$ cat config.mk
export PLATFORM = sky130hd
export DESIGN_NAME = cordic_scheduler
export DESIGN_NICKNAME = d
export VERILOG_FILES = /design/src/rtl/cordic_pkg.sv /design/src/rtl/rr_arbiter.sv /design/src/rtl/cordic_scheduler.sv
export SDC_FILE = /design/constraint.sdc
export NUM_CORES = 1
export LEC_CHECK = 0
export ABC_AREA = 1
export CORE_MARGIN = 3
export CORE_UTILIZATION = 35
export DETAILED_ROUTE_END_ITERATION = 6
export PLACE_DENSITY = 0.74
export SETUP_SLACK_MARGIN = 0.2
export SLEW_MARGIN = 20
export SYNTH_ARGS = -nofsm -noshare
export SYNTH_HDL_FRONTEND = slang
export SYNTH_SLANG_ARGS = --single-unit
$ cat constraint.sdc
create_clock -name clk -period 1.8 [get_ports clk]
set_input_delay 0.36 -clock clk [delete_from_list [all_inputs] [get_ports clk]]
set_output_delay 0.36 -clock clk [all_outputs]
set_load 0.01 [all_outputs]
$ cat src/rtl/cordic_pkg.sv
// Shared defaults and state encoding for the cordic request scheduler.
package cordic_pkg;

  localparam int THETA_W_DEFAULT  = 23;
  localparam int RESULT_W_DEFAULT = 22;

  typedef enum logic [1:0] {
    IDLE  = 2'd0,
    ISSUE = 2'd1,
    BUSY  = 2'd2,
    RESP  = 2'd3
  } sched_state_t;

endpackage

$ cat src/rtl/rr_arbiter.sv
// Combinational round-robin arbiter: the first requester after last_grant wins,
// wrapping modulo N.
module rr_arbiter #(
  parameter int N = 4
) (
  input  logic [N-1:0]         req,
  input  logic [$clog2(N)-1:0] last_grant,
  output logic [N-1:0]         grant,
  output logic [$clog2(N)-1:0] grant_idx
);

  localparam int IW = $clog2(N);

  logic [IW-1:0] cand_idx [N];
  logic [N-1:0]  cand_req;

  // Candidate gi is the requester gi+1 places after the previous winner.
  genvar gi;
  generate
    for (gi = 0; gi < N; gi++) begin : g_cand
      logic [IW:0] sum;
      assign sum           = {1'b0, last_grant} + (IW+1)'(gi + 1);
      assign cand_idx[gi]  = (sum >= (IW+1)'(N)) ? IW'(sum - (IW+1)'(N)) : IW'(sum);
      assign cand_req[gi]  = req[cand_idx[gi]];
    end
  endgenerate

  always_comb begin
    grant_idx = '0;
    grant     = '0;
    for (int k = N - 1; k >= 0; k--) begin
      if (cand_req[k]) begin
        grant_idx = cand_idx[k];
      end
    end
    if (|req) begin
      grant[grant_idx] = 1'b1;
    end
  end

endmodule

$ cat src/rtl/cordic_scheduler.sv
// Shares one iterative cordic core between N_REQ requesters: round-robin accept,
// start/done sequencing with timeout abort, and a held per-requester response.
module cordic_scheduler
  import cordic_pkg::*;
#(
  parameter int N_REQ    = 4,
  parameter int THETA_W  = THETA_W_DEFAULT,
  parameter int RESULT_W = RESULT_W_DEFAULT,
  parameter int TIMEOUT  = 64
) (
  input  logic                       clk,
  input  logic                       reset,
  input  logic                       clk_en,
  input  logic [N_REQ-1:0]           req_valid,
  output logic [N_REQ-1:0]           req_ready,
  input  logic [N_REQ*THETA_W-1:0]   req_theta,
  output logic [N_REQ-1:0]           rsp_valid,
  input  logic [N_REQ-1:0]           rsp_ready,
  output logic [RESULT_W-1:0]        rsp_result,
  output logic                       rsp_err,
  output logic                       busy,
  output logic                       core_clk_en,
  output logic                       core_start,
  output logic [THETA_W-1:0]         core_theta,
  input  logic                       core_done,
  input  logic [RESULT_W-1:0]        core_result
);

  localparam int IDX_W = $clog2(N_REQ);
  localparam int CNT_W = $clog2(TIMEOUT);
  // Abort on the cycle the counter would reach TIMEOUT-1, so the error
  // response lands TIMEOUT cycles after core_start.
  localparam logic [CNT_W-1:0] LAST_CNT = CNT_W'(TIMEOUT - 2);

  sched_state_t         state_reg;
  logic [IDX_W-1:0]     last_grant_reg;
  logic [IDX_W-1:0]     id_reg;
  logic [THETA_W-1:0]   theta_reg;
  logic [CNT_W-1:0]     count_reg;
  logic [RESULT_W-1:0]  result_reg;
  logic                 err_reg;
  logic                 start_reg;
  logic [N_REQ-1:0]     rsp_valid_reg;
  logic                 busy_reg;

  logic [N_REQ-1:0]     grant;
  logic [IDX_W-1:0]     grant_idx;
  logic [THETA_W-1:0]   grant_theta;
  logic [N_REQ-1:0]     id_onehot;
  logic                 accept_ok;

  rr_arbiter #(
    .N (N_REQ)
  ) u_arbiter (
    .req        (req_valid),
    .last_grant (last_grant_reg),
    .grant      (grant),
    .grant_idx  (grant_idx)
  );

  assign grant_theta = req_theta[grant_idx*THETA_W +: THETA_W];
  assign id_onehot   = N_REQ'(1) << id_reg;
  assign accept_ok   = (state_reg == IDLE) && clk_en && reset;

  assign req_ready   = accept_ok ? grant : '0;
  assign rsp_valid   = rsp_valid_reg;
  assign rsp_result  = result_reg;
  assign rsp_err     = err_reg;
  assign busy        = busy_reg;
  assign core_clk_en = clk_en;
  assign core_start  = start_reg;
  assign core_theta  = theta_reg;

  always_ff @(posedge clk) begin
    if (!reset) begin
      state_reg      <= IDLE;
      last_grant_reg <= IDX_W'(N_REQ - 1);
      id_reg         <= '0;
      theta_reg      <= '0;
      count_reg      <= '0;
      result_reg     <= '0;
      err_reg        <= 1'b0;
      start_reg      <= 1'b0;
      rsp_valid_reg  <= '0;
      busy_reg       <= 1'b0;
    end else if (clk_en) begin
      case (state_reg)
        IDLE: begin
          if (|grant) begin
            theta_reg      <= grant_theta;
            id_reg         <= grant_idx;
            last_grant_reg <= grant_idx;
            start_reg      <= 1'b1;
            busy_reg       <= 1'b1;
            state_reg      <= ISSUE;
          end
        end
        ISSUE: begin
          start_reg <= 1'b0;
          count_reg <= '0;
          state_reg <= BUSY;
        end
        BUSY: begin
          count_reg <= count_reg + CNT_W'(1);
          // A done arriving on the timeout cycle still delivers its result.
          if (core_done) begin
            result_reg    <= core_result;
            err_reg       <= 1'b0;
            rsp_valid_reg <= id_onehot;
            state_reg     <= RESP;
          end else if (count_reg == LAST_CNT) begin
            result_reg    <= '0;
            err_reg       <= 1'b1;
            rsp_valid_reg <= id_onehot;
            state_reg     <= RESP;
          end
        end
        RESP: begin
          if (rsp_ready[id_reg]) begin
            rsp_valid_reg <= '0;
            busy_reg      <= 1'b0;
            state_reg     <= IDLE;
          end
        end
        default: state_reg <= IDLE;
      endcase
    end
  end

endmodule

---- Yosys cells after proc, flatten, opt, wreduce, memory -nomap -nowiden ----
Index checks and enable logic that the tools add are counted.
word-level totals
  register bits after elaboration ......... 64
  output and inout port bits .............. 57
  logic and storage cells ................. 98
cells by class
  add/subtract/negate cells ............... 9
  $mul .................................... 1
  magnitude comparators ................... 11
  eq/ne operators ......................... 7
  shift operators ......................... 2
  mux-type cells .......................... 40
  reduce and logical (&&, ||, !) cells .... 18
operators by type and width
  cell                                                                           count
  92-bit by 8-bit indexed part select with 23-bit output                         1
  22-bit 2-to-1 mux                                                              2
  2-bit 2-to-1 mux                                                               12
  4-bit 2-to-1 mux                                                               5
  2-bit by 3-bit less-than comparator with 1-bit output (second input constant)  6
  3-bit >= comparator (second input constant)                                    4
  6-bit case mux with 2 select lines                                             1
  4-bit AND reduction                                                            3
  1-bit binary-select mux with 2-bit select                                      5
  1-bit 2-to-1 mux                                                               10
  2-bit nonzero test                                                             5
  3-bit AND reduction                                                            3
  2-bit case mux with 4 select lines                                             1
  4-bit case mux with 2 select lines                                             1
  4-bit OR reduction                                                             2
  2-bit by 1-bit subtractor with 2-bit output (second input constant)            4
  2-bit by 5-bit multiplier with 7-bit output (second input constant)            1
  2-bit by 2-bit adder with 3-bit output (second input constant)                 2
  6-bit by 1-bit adder with 6-bit output (second input constant)                 1
  6-bit equality test (second input constant)                                    1
  2-bit equality test (second input constant)                                    2
  1-bit case mux with 2 select lines                                             2
  1-bit by 2-bit << shifter with 4-bit output (first input constant)             1
  2-bit by 1-bit adder with 3-bit output (second input constant)                 1
  10 further kinds                                                               12

---- Longest topological paths before layout ----
  word-level depth ........................ 17
  depth in mapped cells ................... 16

---- Modules after synthesis ----
From an unflattened synthesis, not the netlist that was laid out.
unflattened totals
  cell total of the unflattened synthesis .. 572
  area total of the unflattened synthesis .. 3898.7 um^2
modules (own cells, without submodules)
  module            instances  cells an instance  area an instance (um^2)  sequential area each (um^2)
  cordic_scheduler  1          512                3629.7                   1281.2
  rr_arbiter        1          60                 269.0                    0.0

---- Worst setup path before layout ----
No wires, ideal clock.
  path kind ............................... flip-flop to output port
  from .................................... register last_grant_reg[0]
  to ...................................... output port req_ready[1]
  arrival ................................. 1.505 ns
  slack ................................... -0.065 ns
  cell stages (with the launch flop) ...... 14
  buffers on the path ..................... 2
  cell sequence ........................... dfxtp_1 -> buf_6 -> inv_4 -> nand2_1 -> nand2_1 -> nand2_1 -> nand2_1 -> clkinv_1 -> nand2_1 -> a21oi_4 -> inv_2 -> buf_2 -> nand3_1 -> a21oi_1
between the ends
  word-level cells in the longest chain between the ends .. 15
  elaborated cells on any way between the ends .. 35
ends and longest elaborated chain
  what                                                                                                                                                  line                    source
  start: declaration                                                                                                                                    cordic_scheduler.sv:36  logic [IDX_W-1:0] last_grant_reg;
  start signal: assignment                                                                                                                              cordic_scheduler.sv:77  last_grant_reg <= IDX_W'(N_REQ - 1);
  start signal: assignment                                                                                                                              cordic_scheduler.sv:92  last_grant_reg <= grant_idx;
  2-bit by 3-bit adder with 3-bit output                                                                                                                rr_arbiter.sv:22        assign sum = {1'b0, last_grant} + (IW+1)'(gi + 1);
  3-bit >= comparator / 2-bit by 1-bit subtractor with 2-bit output (equally long branches)                                                             rr_arbiter.sv:23        assign cand_idx[gi] = (sum >= (IW+1)'(N)) ? IW'(sum - (IW+1)'(N)) : IW'(sum);
  2-bit 2-to-1 mux                                                                                                                                      rr_arbiter.sv:23
  1-bit binary-select mux with 2-bit select                                                                                                             rr_arbiter.sv:24        assign cand_req[gi] = req[cand_idx[gi]];
  1-bit 2-to-1 mux (implied by the code)                                                                                                                rr_arbiter.sv:24
  2-bit 2-to-1 mux (3 in a row)                                                                                                                         rr_arbiter.sv:32        if (cand_req[k]) begin
  2-bit 2-to-1 mux (*)                                                                                                                                  rr_arbiter.sv:32
  2-bit by 3-bit less-than comparator with 1-bit output (implied by the code) / 2-bit by 1-bit >= comparator with 1-bit output (equally long branches)  rr_arbiter.sv:37        grant[grant_idx] = 1'b1;
  1-bit logical AND (implied by the code)                                                                                                               rr_arbiter.sv:37
  1-bit 2-to-1 mux (implied by the code)                                                                                                                rr_arbiter.sv:37
  1-bit demux with 2-bit select (*)                                                                                                                     n/a
  4-bit 2-to-1 mux (*)                                                                                                                                  rr_arbiter.sv:36        if (|req) begin
  4-bit 2-to-1 mux (*)                                                                                                                                  cordic_scheduler.sv:65  assign req_ready = accept_ok ? grant : '0;
  end: declaration                                                                                                                                      cordic_scheduler.sv:15  output logic [N_REQ-1:0] req_ready,
Mark *: on every way between the ends. The rest lies on a longest branch, timed or not. The select of a mux whose other input is x is not followed.

---- Worst setup path after layout ----
  from .................................... register last_grant_reg[0]
  to ...................................... output port req_ready[0]
The elaborated chain is that of the path after synthesis.

==> run summary <==
The path class of the tightest hold or removal check is register to register. The total area inside the core boundary comes to slightly below 10000 um^2. The remaining max-slew budget at the tightest pin came out at about two thirds. The library cells used most frequently in the layout, excluding fill and tap cells, are clkdlybuf4s50_1, nor2_1, nand2_1. The net switching fraction of the power is about two fifths. The maximum vdd ir drop is 0.0005376 V. The x dimension of the die came out at 107.7 um. The register with the most flip-flops in the layout has 23 of them. The number of clock sinks came out at 64.

The share of the core filled with cells came out at between 70% and 80%. The flow ran to the end, but the final reports show violations. The met3 capacity usage during global routing is about 3.5%.

Entering global routing, the biggest net connects 53 pins. The number of hold buffers added after CTS was 0. The CTS tree is done. The start-to-end type of the worst setup path is register to output pin. The number of max-slew violations in the final report is 0. The die outline area is roughly 12000 um^2.

The part of the total power dissipated in sequential elements came out at around 26%. The met2 routing resource usage after global routing is slightly above 50%. The number of H-tree levels is 3. The most numerous cell type found on the critical path is nand2_4.

The part of the cycle the worst path needs is 123.5%. The sequential share of the synthesized area came out at a little over a third. The via count normalized by instance count came out at roughly 5.4. The final wirelength came out at around 18000 um. The die height came out at roughly 110 um. The worst setup slack before clock tree synthesis came out at -0.8278 ns. The global-route met1 utilization is approximately a third.

The last weighted congestion value of the routability-driven placer is approximately 0.94. Leaving out fill and tap cells, the most frequent cell in the layout is clkdlybuf4s50_1. Once the floorplan was initialized, standard cells occupied a little over a third of the core. The layer flagged by global routing as most heavily used is met2.

The tightest hold path in the finished design has a slack of approximately 0.47 ns. The pre-antenna-repair detailed-routing pass consisted of 7 iterations. The slowest stage of the critical path belongs to the cell dfxtp_2. The count of buffers inserted at the top-level ports is approximately 180. The type of element capturing the critical path is an output pin.

Setup repair after global routing could not meet its margin everywhere. The aggregate global-route resource usage came out at between 20 and 30%. The antenna violation net count after detailed routing is 0. The wire length of the first global-routing pass came out at roughly 26000 um.

The maximum number of buffers from clock root to sink is 2. For this run, the slowest stage of the critical path takes roughly 0.33 ns. For this run, design rule violations remaining after detail routing come to 0. The data arrival time of the critical path came out at about 1.9 ns.

Global routing finished with a remaining overflow of 0. The filler cells instantiated in the layout total about 650. The power per cell area came out at just under 900 nW/um^2. The count of different cell masters after synthesis came out at 32.

The area added between synthesis and finish is 100.4%. The multi-input combinational cells in the finished layout cover a total of between 2000 and 3000 um^2. The number of diodes came out at 0. Averaged over all synthesized cells, the footprint is around 6.4 um^2. The synthesized area is roughly 3600 um^2. The worst-skew pair later-pin latency is ~0.35 ns.

For this design the top-level I/O count stands at roughly 180. The number of setup violations in the final report came out at 36. The floorplan has 36 rows. The leakage power summed over all cells came out at between 0.003 and 0.004 uW. Walking the worst path, the cells encountered are buf_12 > inv_12 > nand2_4 > nand2_4 > nand2_2 > nand2_2 > inv_4 > nand2_4 > a21oi_4 > buf_6 > inv_8 > nand3_4 > nor2_4 > buf_6. The final-report hold violation count came out at 0. Synthesis produced approximately 570 cells. After layout, the worst setup slack is -0.4234 ns.

The initial antenna violation count came to 0. In the final layout, the share of cells above drive strength 1 is around 28%. The total nets after synthesis came out at 700.

The kind of start point of the critical path is a register. The synthesized design contains between 60 and 70 register bits. The final clock skew is approximately 0.016 ns. The detailed placement HPWL came out at between 9000 and 10000 um. The total CTS buffers came out at 9. The switching power is between 2000 and 2500 uW. The average wire per standard cell came out at 19.28 um. The tree is rooted in a clkbuf_8.

The internal power came out at around 4000 uW. The data required time of the critical path came out at about 1.4 ns. The sequential cells in the finished layout cover a total of ~1300 um^2. The clock network fraction of design power is 22.2%. Static timing analysis puts the maximum clock frequency at 0.4498 GHz. The post-layout minimum cycle time is about 2.2 ns. Across the run, the number of max-cap violations was 0. The fraction of power consumed by combinational cells is 52.2%. The total via count after detailed routing came out at 5043. The number of violations reported at the end of detailed-routing iteration 0 came out at 383. The slew at the pin closest to its max-slew limit is 0.5283 ns. The post-layout net count is roughly 930. For this run, the number of Yosys warnings is 0. The via count of the first global-routing pass is approximately 5000. The final reports fail on negative setup slack. The maximum fanout count along the critical path came out at 8.

The register clock-pin slew on the reported worst setup and hold paths came out at around 0.08 ns.
[synth_stat cells, drive strengths merged]
cell type / n / share of area, %
xor2: 1 / 0.24
or2: 2 / 0.35
nand4: 25 / 4.3
nor3: 5 / 0.69
o21ai: 31 / 4.3
o211ai: 2 / 0.41
nand3: 56 / 7.9
ha: 6 / 2.1
a31oi: 1 / 0.17
nor2: 110 / 11
a22oi: 5 / 1.0
dfxtp: 64 / 35
buf: 22 / 4.3
and3: 1 / 0.17
nand2: 137 / 15
a211oi: 2 / 0.41
clkbuf: 13 / 1.3
o31ai: 2 / 0.41
a21oi: 31 / 4.6
inv: 48 / 5.0
nor3b: 2 / 0.41
clkinv: 2 / 0.21
[final timing paths]
path | startpoint | end | slack, ns | cells after the start
max | last_grant_reg[0]$_SDFFE_PN1P_ | req_ready[0] | -0.42 | 14
min | rsp_result[3]$_SDFFE_PN0P_ | rsp_result[3]$_SDFFE_PN0P_ | 0.47 | 2
max reg2reg | last_grant_reg[0]$_SDFFE_PN1P_ | core_theta[10]$_SDFFE_PN0P_ | -0.39 | 17
min reg2reg | rsp_result[3]$_SDFFE_PN0P_ | rsp_result[3]$_SDFFE_PN0P_ | 0.47 | 2
[worst max-delay path, delay by kind of cell (launching register included)]
| kind | cells | cell delay [ns] |
|---|---|---|
| AOI/OAI and AO/OA | 1 | 0.06 |
| buffers and inverters | 6 | 0.56 |
| DFF | 1 | 0.33 |
| and+or+nand+nor | 7 | 0.55 |
[metrics by stage]
step | instance area, um^2 | TNS, ns | instances | power, uW
floorplan | 3680 | 0 | 568 | 3021
global placement | 5779 | -24.57 | 883 | 3763
detailed placement | 5779 | -27.08 | 883 | 3819
CTS | 6904 | -6.536 | 927 | 5944
global route | 7256 | -12.65 | 937 | 6647
finish | 7256 | -9.095 | 937 | 6352
[area by class of cell]
cell class | instances | area share [%]
well taps | 133 | 2.294
inverters | 50 | 2.897
clock buffers | 9 | 1.707
multi-input cells | 419 | 35.23
clock inverters | 7 | 1.293
flip-flops and latches | 64 | 17.78
repair buffers | 255 | 38.80
[cell families (layout without fill, tap and decap cells)]
family	Yosys count	count (layout)	share of synthesized area, %
flops	64	64	35.40
simple gates	338	338	40.06
fa+ha+maj	6	6	2.074
compound gates	74	74	11.34
buf+inv	85	321	10.89
xor+xnor	1	1	0.2420
[routing by layer]
layer	part of all wire [%]	routed length [um]
met5	0	0
met4	5.6	1016
met3	6.4	1159
met2	51	9268
met1	37	6622
[repair_timing]
| action | 4_1_cts | 5_1_grt |
|---|---|---|
| gates resized for setup | 202 | 71 |
| buffers inserted | 18 | 8 |
| pin swaps | 45 | 44 |
| gates cloned | 10 | 2 |
| setup endpoints to repair | 99 | 82 |
[power groups by stage]
| stage | sequential, uW | clock (uW) | combinational, uW |
|---|---|---|---|
| 6_report | 1630 | 1410 | 3310 |
| 5_1_grt | 1640 | 1500 | 3510 |
| 4_1_cts | 1610 | 1400 | 2930 |
| 3_5_place_dp | 1640 | 0 | 2180 |
| 3_3_place_gp | 1640 | 0 | 2120 |
| 2_1_floorplan | 1680 | 0 | 1340 |
Note: power is estimated with default switching activity, not from simulation.
==> RTL change (same flow settings) <==
Set the parameter `N_REQ` to 8 (it was 4).
--- a/src/rtl/cordic_scheduler.sv
+++ b/src/rtl/cordic_scheduler.sv
@@ -3,7 +3,7 @@
 module cordic_scheduler
   import cordic_pkg::*;
 #(
-  parameter int N_REQ    = 4,
+  parameter int N_REQ    = 8,
   parameter int THETA_W  = THETA_W_DEFAULT,
   parameter int RESULT_W = RESULT_W_DEFAULT,
   parameter int TIMEOUT  = 64
Interface: changed (5 resized); port bits go from 183 to 291. The function was not compared with the original's and may differ.
==> RTL change against the original RTL <==
The flow still finishes with violations (setup timing); setup slack worse by 0.82 ns; cell area up 54%; sequential cell count up 6; routed wire length up 60%; register-to-register slack worse by 0.77 ns; total power rose to 2.7 times the old value; global-route usage up 0.88 points; synthesized area up 50%; core utilization up 1.8 points; critical endpoint is now req_ready[6]; highest routed layer unchanged.
==> RTL change: results (changes against the original RTL) <==
Placed design
The cell area reported after detailed placement is 9130 um2 (+58%). The cell total after placement is 1449 (+64%). The estimated wirelength of the detail-placed design is 18.6 mm (+97%). The count of buffers from port buffering was 290 (+59%).

Synth
The fraction of the yosys area taken by sequential cells is 0.258 (-0.0955). By area the synthesized netlist is led by dfxtp_1 26%, nand2_1 26%, nand3_1 17%. The adder-cell share of the synthesized area is 0.0185 (-0.00228). The xor-xnor portion of the synthesized cell area was 0.00323 (+0.000811). The mean instance size in the synthesized netlist came to 5.67 um2 (-11%).

STA
The least setup slack across all paths after layout is -1.24 ns (-0.818 ns). The slew at the pin closest to its max-slew limit is 0.889 ns (+0.361 ns). The total of endpoints with negative setup slack in the final report is 44 (+22%). The worst hold margin came to 0.465 ns (-0.00880 ns).

The worst clock skew on the final layout is 0.0118 ns (-0.00460 ns).

Clocking
The clock-pin transition on the worst setup and hold timing paths is 0.06 ns (-0.02 ns). The root buffer selected by CTS is clkbuf_16. The post-cts gate resize count is 183 (-9.4%).

Worst setup path
The longest individual stage delay on the worst path was 0.38 ns (+0.05 ns). The maximum net fanout on the critical path was 6 (-2).

Worst hold path
The startpoint of the worst hold path is rsp_result[9].

Global routing
The global-route usage over all layers was 0.292 (+0.00880). The global routing met1 resource utilization is 0.322 (-0.00421). The maximum number of pins on one net before global-route repair is 41 (-23%). The global routing usage on met2 came to 0.554 (+0.0465). The met3 routing resource usage after global routing is 0.0768 (+0.0420).

Outcome
The final reports fail on setup timing. The flow ran to the end, but the final reports show violations.

Power
The combinational cell power is 0.0134 W (+300%). The register share of total power came to 0.111 (-0.145).

Layout
The share of cells above drive strength 1 was 0.281 (-0.00180).

Route
The via count normalized by instance count is 5.32 (-1.2%).
==> RTL change: how the worst max path moves through the flow <==
stage	to	startpoint
floorplan	req_ready[2]	last_grant_reg[0]
global placement	req_ready[6]	req_valid[6]
detailed placement	req_ready[4]	req_valid[4]
CTS	req_ready[7]	last_grant_reg[1]
global route	req_ready[6]	last_grant_reg[1]
finish	req_ready[6]	last_grant_reg[1]
==> RTL change: area by class of cell <==
class / count / area share
Timing Repair Buffer: 413 / 0.400
Multi-Input combinational cell: 782 / 0.405
Sequential cell: 70 / 0.127
Tap cell: 184 / 0.0206
Clock buffer: 11 / 0.0218
Clock inverter: 5 / 0.00740
Inverter: 45 / 0.0174
==> RTL change: metrics by stage <==
stage / setup WS [ns] / utilization
floorplan: -0.751 / -
global placement: -1.32 / 0.614
detailed placement: -1.38 / 0.614
CTS: -1.08 / 0.692
global route: -1.36 / 0.751
finish: -1.24 / 0.751
